`config.mk`:
```
export PLATFORM = sky130hd
export DESIGN_NAME = pipe_stage_chain_flat
export DESIGN_NICKNAME = d
export VERILOG_FILES = /design/src/rtl/pipe_stage_chain_if.sv /design/src/rtl/pipe_stage_chain.sv /design/src/flat_wrapper.sv
export SDC_FILE = /design/constraint.sdc
export NUM_CORES = 1
export LEC_CHECK = 0
export CORE_MARGIN = 2
export CORE_UTILIZATION = 49
export DETAILED_ROUTE_END_ITERATION = 8
export GPL_TIMING_DRIVEN = 0
export PLACE_DENSITY = 0.79
export SLEW_MARGIN = 10
export SYNTH_ARGS = -nofsm -noshare
export SYNTH_HDL_FRONTEND = slang
export SYNTH_SLANG_ARGS = --single-unit
```
`constraint.sdc`:
```
create_clock -name clk -period 1.7 [get_ports clk]
set_input_delay 0.34 -clock clk [delete_from_list [all_inputs] [get_ports clk]]
set_output_delay 0.34 -clock clk [all_outputs]
set_load 0.01 [all_outputs]
```
`src/rtl/pipe_stage_chain_if.sv`:
```
// pipe_stage_chain_if: valid/ready/data stream bundle for the elastic pipeline chain
// Ports (modports):
//   master - drives valid and data, observes ready (producer side)
//   slave  - observes valid and data, drives ready (consumer side)
interface pipe_stage_chain_if #(
    parameter int WIDTH = 32
);
    logic             valid;
    logic             ready;
    logic [WIDTH-1:0] data;
    modport master (output valid, data, input ready);
    modport slave  (input valid, data, output ready);
endinterface

```
`src/rtl/pipe_stage_chain.sv`:
```
// pipe_stage_chain: elastic DEPTH-stage register chain with bubble collapse, flush and occupancy count
// Ports:
//   clk   - rising-edge clock
//   rst   - asynchronous active-low reset
//   flush - synchronous squash of every stage; masks both handshakes that cycle
//   up    - upstream stream (slave): in_valid / in_ready / in_data
//   dn    - downstream stream (master): out_valid / out_ready / out_data
//   count - registered number of valid stages, 0..DEPTH
module pipe_stage_chain #(
    parameter  int WIDTH = 32,
    parameter  int DEPTH = 2,
    localparam int CW    = $clog2(DEPTH + 1)
) (
    input  logic                    clk,
    input  logic                    rst,
    input  logic                    flush,
    pipe_stage_chain_if.slave       up,
    pipe_stage_chain_if.master      dn,
    output logic [CW-1:0]           count
);
    logic [WIDTH-1:0] data [DEPTH];
    logic [DEPTH-1:0] v, mv;
    logic             m, in_fire, out_fire;
    // mv[k]: stage k may load, i.e. it or some stage after it is empty, or the output drains.
    // Built with a running variable so the ready chain is one pure combinational sweep.
    always_comb begin
        mv = '0;
        m  = dn.ready;
        for (int k = DEPTH - 1; k >= 0; k--) begin
            m     = m | ~v[k];
            mv[k] = m;
        end
    end
    // in_ready is forced low while reset is asserted even though every stage reads empty.
    assign up.ready = mv[0] & ~flush & rst;
    assign dn.valid = v[DEPTH-1] & ~flush;
    assign dn.data  = data[DEPTH-1];
    assign in_fire  = up.valid & up.ready;
    assign out_fire = dn.valid & dn.ready;
    always_ff @(posedge clk or negedge rst) begin
        if (!rst) begin
            for (int k = 0; k < DEPTH; k++) data[k] <= '0;
            v     <= '0;
            count <= '0;
        end else if (flush) begin
            v     <= '0;
            count <= '0;
        end else begin
            if (mv[0]) begin
                if (up.valid) data[0] <= up.data;
                v[0] <= in_fire;
            end
            // Data only moves with a valid source, so an emptied slot keeps its old payload.
            for (int k = 1; k < DEPTH; k++) begin
                if (mv[k]) begin
                    if (v[k-1]) data[k] <= data[k-1];
                    v[k] <= v[k-1];
                end
            end
            count <= count + CW'(in_fire) - CW'(out_fire);
        end
    end
endmodule

```
`src/flat_wrapper.sv`:
```
// flat-port wrapper written by rule: the top's interface ports become plain ports
module pipe_stage_chain_flat 
#(
    parameter  int WIDTH = 32,
    parameter  int DEPTH = 2,
    localparam int CW    = $clog2(DEPTH + 1)
)
  (clk, rst, flush, count, up_valid, up_data, up_ready, dn_valid, dn_data, dn_ready);
  pipe_stage_chain_if #(.WIDTH(WIDTH)) up_i ();
  pipe_stage_chain_if #(.WIDTH(WIDTH)) dn_i ();
  input  logic clk;
  input  logic rst;
  input  logic flush;
  output logic [CW-1:0] count;
  input wire logic [$bits(up_i.valid)-1:0] up_valid;
  input wire logic [$bits(up_i.data)-1:0] up_data;
  output wire logic [$bits(up_i.ready)-1:0] up_ready;
  output wire logic [$bits(dn_i.valid)-1:0] dn_valid;
  output wire logic [$bits(dn_i.data)-1:0] dn_data;
  input wire logic [$bits(dn_i.ready)-1:0] dn_ready;
  assign up_i.valid = up_valid;
  assign up_i.data = up_data;
  assign up_ready = up_i.ready;
  assign dn_valid = dn_i.valid;
  assign dn_data = dn_i.data;
  assign dn_i.ready = dn_ready;
  pipe_stage_chain #(.WIDTH(WIDTH), .DEPTH(DEPTH)) u_core (.clk(clk), .rst(rst), .flush(flush), .up(up_i), .dn(dn_i), .count(count));
endmodule
```
After elaboration in Yosys (flattened, before gate mapping). Cells that the tools add are included.

$lt $le $gt $ge: 0. Bitwise gates (word level): 10. Reduce and logical (&&, ||, !) cells: 4. Equality and inequality tests: 0. Shift-type cells: 0. Multipliers: 0. Div/mod/pow operators: 0. Muxes and demuxes: 4. Add/sub/neg operators: 2.

Operators by type and width (number): $reduce_and A3 Y1 (2); $and A1 B1 Y1 (5); $mux W2 (2); $reduce_bool A2 Y1 (2); $not A1 Y1 (3); $add A2 B1 Y2 (1); $mux W1 (2); $or A1 B1 Y1 (2); $sub A2 B1 Y2 (1).

Memories: 0. Memory bits (writable): 0. Register bits after elaboration: 68. Output and inout port bits: 36. Bits in latches: 0. Bits in read-only memories: 0.

Logic depth before layout (Yosys ltp).
Word-level depth: 9. Depth in mapped cells: 9. Depth with buffers taken out: 8.

Worst setup path before layout. Ideal clock, no wire load.

Path kind: input to register. Start: in flush. End: reg u_core.count[1]. Arrival time: 1606 ps. Cell stages on the path: 9. Path buffers: 1. Required time: 1581 ps. Slack: -25 ps. Setup time: 119 ps. Cells stage by stage: buf_6 > and2b_1 > and2_1 > ha_1 > inv_1 > ha_1 > xor2_1 > xnor2_1 > nor2_1.

RTL lines: from (decl) (RTL line flat_wrapper.sv:13) `input logic flush;`; $not A1 Y1 (no line); $and A1 B1 Y1 (RTL line pipe_stage_chain.sv:36) `assign dn.valid = v[DEPTH-1] & ~flush;`; named net dn_valid (RTL line flat_wrapper.sv:18) `output wire logic [$bits(dn_i.valid)-1:0] dn_valid;`; $and A1 B1 Y1 (RTL line pipe_stage_chain.sv:39) `assign out_fire = dn.valid & dn.ready;`; $sub A2 B1 Y2 (RTL line pipe_stage_chain.sv:60) `count <= count + CW'(in_fire) - CW'(out_fire);`; $mux W2 (RTL line pipe_stage_chain.sv:45) `end else if (flush) begin`; to (signal assigned) (RTL line pipe_stage_chain.sv:60); to (decl) (RTL line pipe_stage_chain.sv:19) `output logic [CW-1:0] count`.

The timed path passes the listed nets, and every way through them passes these cells. A chain may end at the register's enable or synchronous reset.

Worst setup path in the final report.
Start: reg u_core.v[1]. End: out up_ready.

Cells in the longest elaborated chain, start to end: 5.

Ends and longest elaborated chain: from (decl) (RTL line pipe_stage_chain.sv:22) `logic [DEPTH-1:0] v, mv;`; from (signal, indexed assignment) (RTL line pipe_stage_chain.sv:57) `v[k] <= v[k-1];`; $not A1 Y1 (RTL line pipe_stage_chain.sv:30) `m = m | ~v[k];`; $or A1 B1 Y1 (2 in a row) (RTL line pipe_stage_chain.sv:30); $and A1 B1 Y1 (2 in a row) (RTL line pipe_stage_chain.sv:35) `assign up.ready = mv[0] & ~flush & rst;`; to (decl) (RTL line flat_wrapper.sv:17) `output wire logic [$bits(up_i.ready)-1:0] up_ready;`.

No other way between the ends.

==> flow_metrics.py <==
metrics = {
    "sta": {
        "slew_viol_final": 0,
        "fmax_mhz": 595,
        "setup_violations": 0,
        "min_period_ns": 1.68,
        "period_share_pct": 98.9,
        "rsz0062_at_grt": "true",
        "final-hold-violation-count": 0,
        "setup_ws_ns": 0.0188,
        "finClkSkew_ns": 0.00523,
        "tightest_slew_ns": 0.334,
        "relSlewSlack_pct": 77.7,
    },
    "synthesis": {
        "synth_top_area_share_pct": 56.3,
        "avgSynthCellArea_sq_um": 15.7,
        "yosys_warnings": 0,
        "yosysSeqAreaShare_pct": 56.3,
        "syn_nets": 232,
        "yosys.area.top_type": "dfrtp_1",
        "ys_ff_latch": 68,
        "synthTopCellsByArea": "dfrtp_1 56%, mux2_4 15%, mux2_2 13%",
        "syn_inst": 193,
        "ys_types": 21,
        "syn_area_sq_um": 3020,
    },
    "grt": {
        "grt_pass1_wl_mm": 8.66,
        "antenna_found_initial": 0,
        "grt_start_max_net_pins": 33,
        "grt-ovfl-total": 0,
        "grt_use_total_pct": 17.6,
        "grt_pass1_vias": 1805,
    },
    "detailed_routing": {
        "first_pass_iters": 2,
        "drt_iter0_drc": 37,
        "routedWlPerCell_um": 15.0,
        "via_per_inst": 4.62,
        "drc_errors": 0,
        "num_vias": 1699,
        "ant_nets": 0,
        "drt_wl_total_mm": 5.51,
    },
    "setup_path": {
        "worstPathRequired_ns": 1.36,
        "worst-path-max-fanout": 3,
        "cp-start-kind": "flop",
        "crit_type": "flop to primary output",
        "end_kind": "primary output",
        "r2r_cells": 8,
        "arrival_ns": 1.34,
    },
    "clock_tree": {
        "root_buffer": "clkbuf_8",
        "htreeDepth": 3,
        "clk_latency_ns": 0.33,
        "cts_sinks": 68,
        "cts_tree": "yes",
        "numCtsBuffers": 9,
        "clkSlewWorstSetupHoldPaths_ns": 0.07,
        "cts_buffer_depth": 2,
    },
    "die": {
        "io_pins": 73,
        "initial_core_util_pct": 50.8,
        "core.rowCount": 28,
        "core_sq_um": 5960,
        "die_h_um": 82.5,
        "die-area_sq_um": 6810,
        "die_w_um": 82.5,
    },
    "place": {
        "port_buffers": 71,
        "place_ws_ns": -0.547,
        "dp_hpwl_mm": 3.61,
        "gp_congestion": 0.750,
        "numPlacedInstances": 340,
    },
    "final_layout": {
        "final_cells": 368,
        "antenna_cells": 0,
        "finalNetCount": 327,
        "utilization_pct": 72.5,
        "drive_above_1_share_pct": 47.4,
        "synthToLayoutAreaGrowth_pct": 42.9,
    },
    "pwr": {
        "pwr_density_cell_nw_per_um2": 1290,
        "worst_ir_drop_vdd_mv": 0.731,
        "power.leakage_uw": 0.00235,
    },
    "run_status": {
        "outcome": "completed",
    },
    "flow_run": {
        "cap_violations": 0,
    },
    "min_path": {
        "hp-class": "input port to asynchronous set/reset pin",
    },
}
-- placed cells by master, fill, tap and decap left out, types with 2 or more instances in the layout --
cell,instances
clkdlybuf4s50_1,36
mux2_2,34
buf_4,41
dlymetal6s2s_1,30
dfrtp_1,68
buf_2,4
buf_12,5
nand3b_1,2
inv_1,2
mux2_4,30
clkbuf_8,9
buf_6,2
nor2_1,3
clkinv_2,2
dlygate4sd2_1,3
and2b_1,2
dlygate4sd3_1,2
bufinv_16,4
-- Yosys cell counts --
cell type  number
dfrtp_1        68
mux2_2         34
buf_4          32
mux2_4         30
buf_12          3
buf_2           3
nor2_1          3
and2_1          2
and2b_1         2
buf_6           2
ha_1            2
inv_1           2
nand3b_1        2
a21oi_1         1
nand2_1         1
nor2b_4         1
nor3_1          1
nor3b_1         1
or3b_4          1
xnor2_1         1
xor2_1          1
-- routing by layer --
metal | vias up | wire length, um | GRT usage, %
li1 | 810 | - | -
met1 | 843 | 2260 | 20.7
met2 | 38 | 2920 | 29.6
met3 | 8 | 242 | 4.67
met4 | 0 | 82 | 8.85
met5 | - | 0 | 0
-- power by group --
part	total, uW	leakage (uW)	switching, uW	internal [uW]
Sequential	2190	0.000816	209	1980
Combinational	1650	0.00140	468	1180
Clock	1730	0.000133	608	1120
Total	5570	0.00235	1280	4280
-- through the flow --
step	cell area, sq um	setup TNS [ns]	hold WS (ns)	total power (uW)
5_1_grt	4320	-0.136	0.0627	5860
4_1_cts	4180	-0.0142	0.0563	5630
2_1_floorplan	3030	-0.00922	0.0444	3120
3_3_place_gp	3830	-167.49	0.481	3790
6_report	4320	0	0.0576	5570
3_5_place_dp	3850	-21.56	0.163	3860
-- what timing repair did --
| action | CTS | global route |
|---|---|---|
| pin swaps | 0 | 2 |
| hold buffers | 4 | 0 |
| gates resized for setup | 8 | 32 |
| setup endpoints to repair | 5 | 32 |
| buffers inserted | 1 | 7 |
| cloned | 0 | 0 |
| hold endpoints to repair | 5 | 0 |
-- flip-flops by register name, summed over array words and instances (netlist names) --
name / cells
u_core.count: 2
u_core.data: 32
u_core.dn.data: 32
u_core.v: 2
-- critical path, stage by stage (launching register included) --
cell and delay (ns):
dfrtp_1 0.39, nor2b_4 0.14, and2_4 0.16, nor3b_2 0.17, buf_2 0.15
-- area by class of cell --
cell class              instances  area, sq um
repair buffers                 84          922
fillers                       425         1640
well taps                      75         93.8
plain buffers                  40          338
flip-flops and latches         68         1700
inverters                       2         7.51
multi-input cells              83          993
clock inverters                 7          139
clock buffers                   9          124
-- final timing paths --
check	from	end	slack, ns
setup / recovery	u_core.v[1]	up_ready	0.02
hold / removal	rst	u_core.dn.data[26]	0.06
setup reg to reg	u_core.v[1]	u_core.count[1]	0.06
hold reg to reg	u_core.data[35]	u_core.dn.data[3]	0.50
max in group asynchronous	rst	u_core.dn.data[30]	0.88
min in group clk	flush	u_core.count[1]	0.19
-- cell families after synthesis --
logic type	count (synthesis)	share of synthesized area (%)
AO/OA/AOI/OAI	1	0.165
XOR/XNOR	2	0.580
adder cells (fa/ha/maj)	2	0.828
buffers and inverters	42	11.4
flip-flops	68	56.3
multiplexers	64	27.6
AND/OR/NAND/NOR	14	3.14
(Power assumes the default switching activity.)
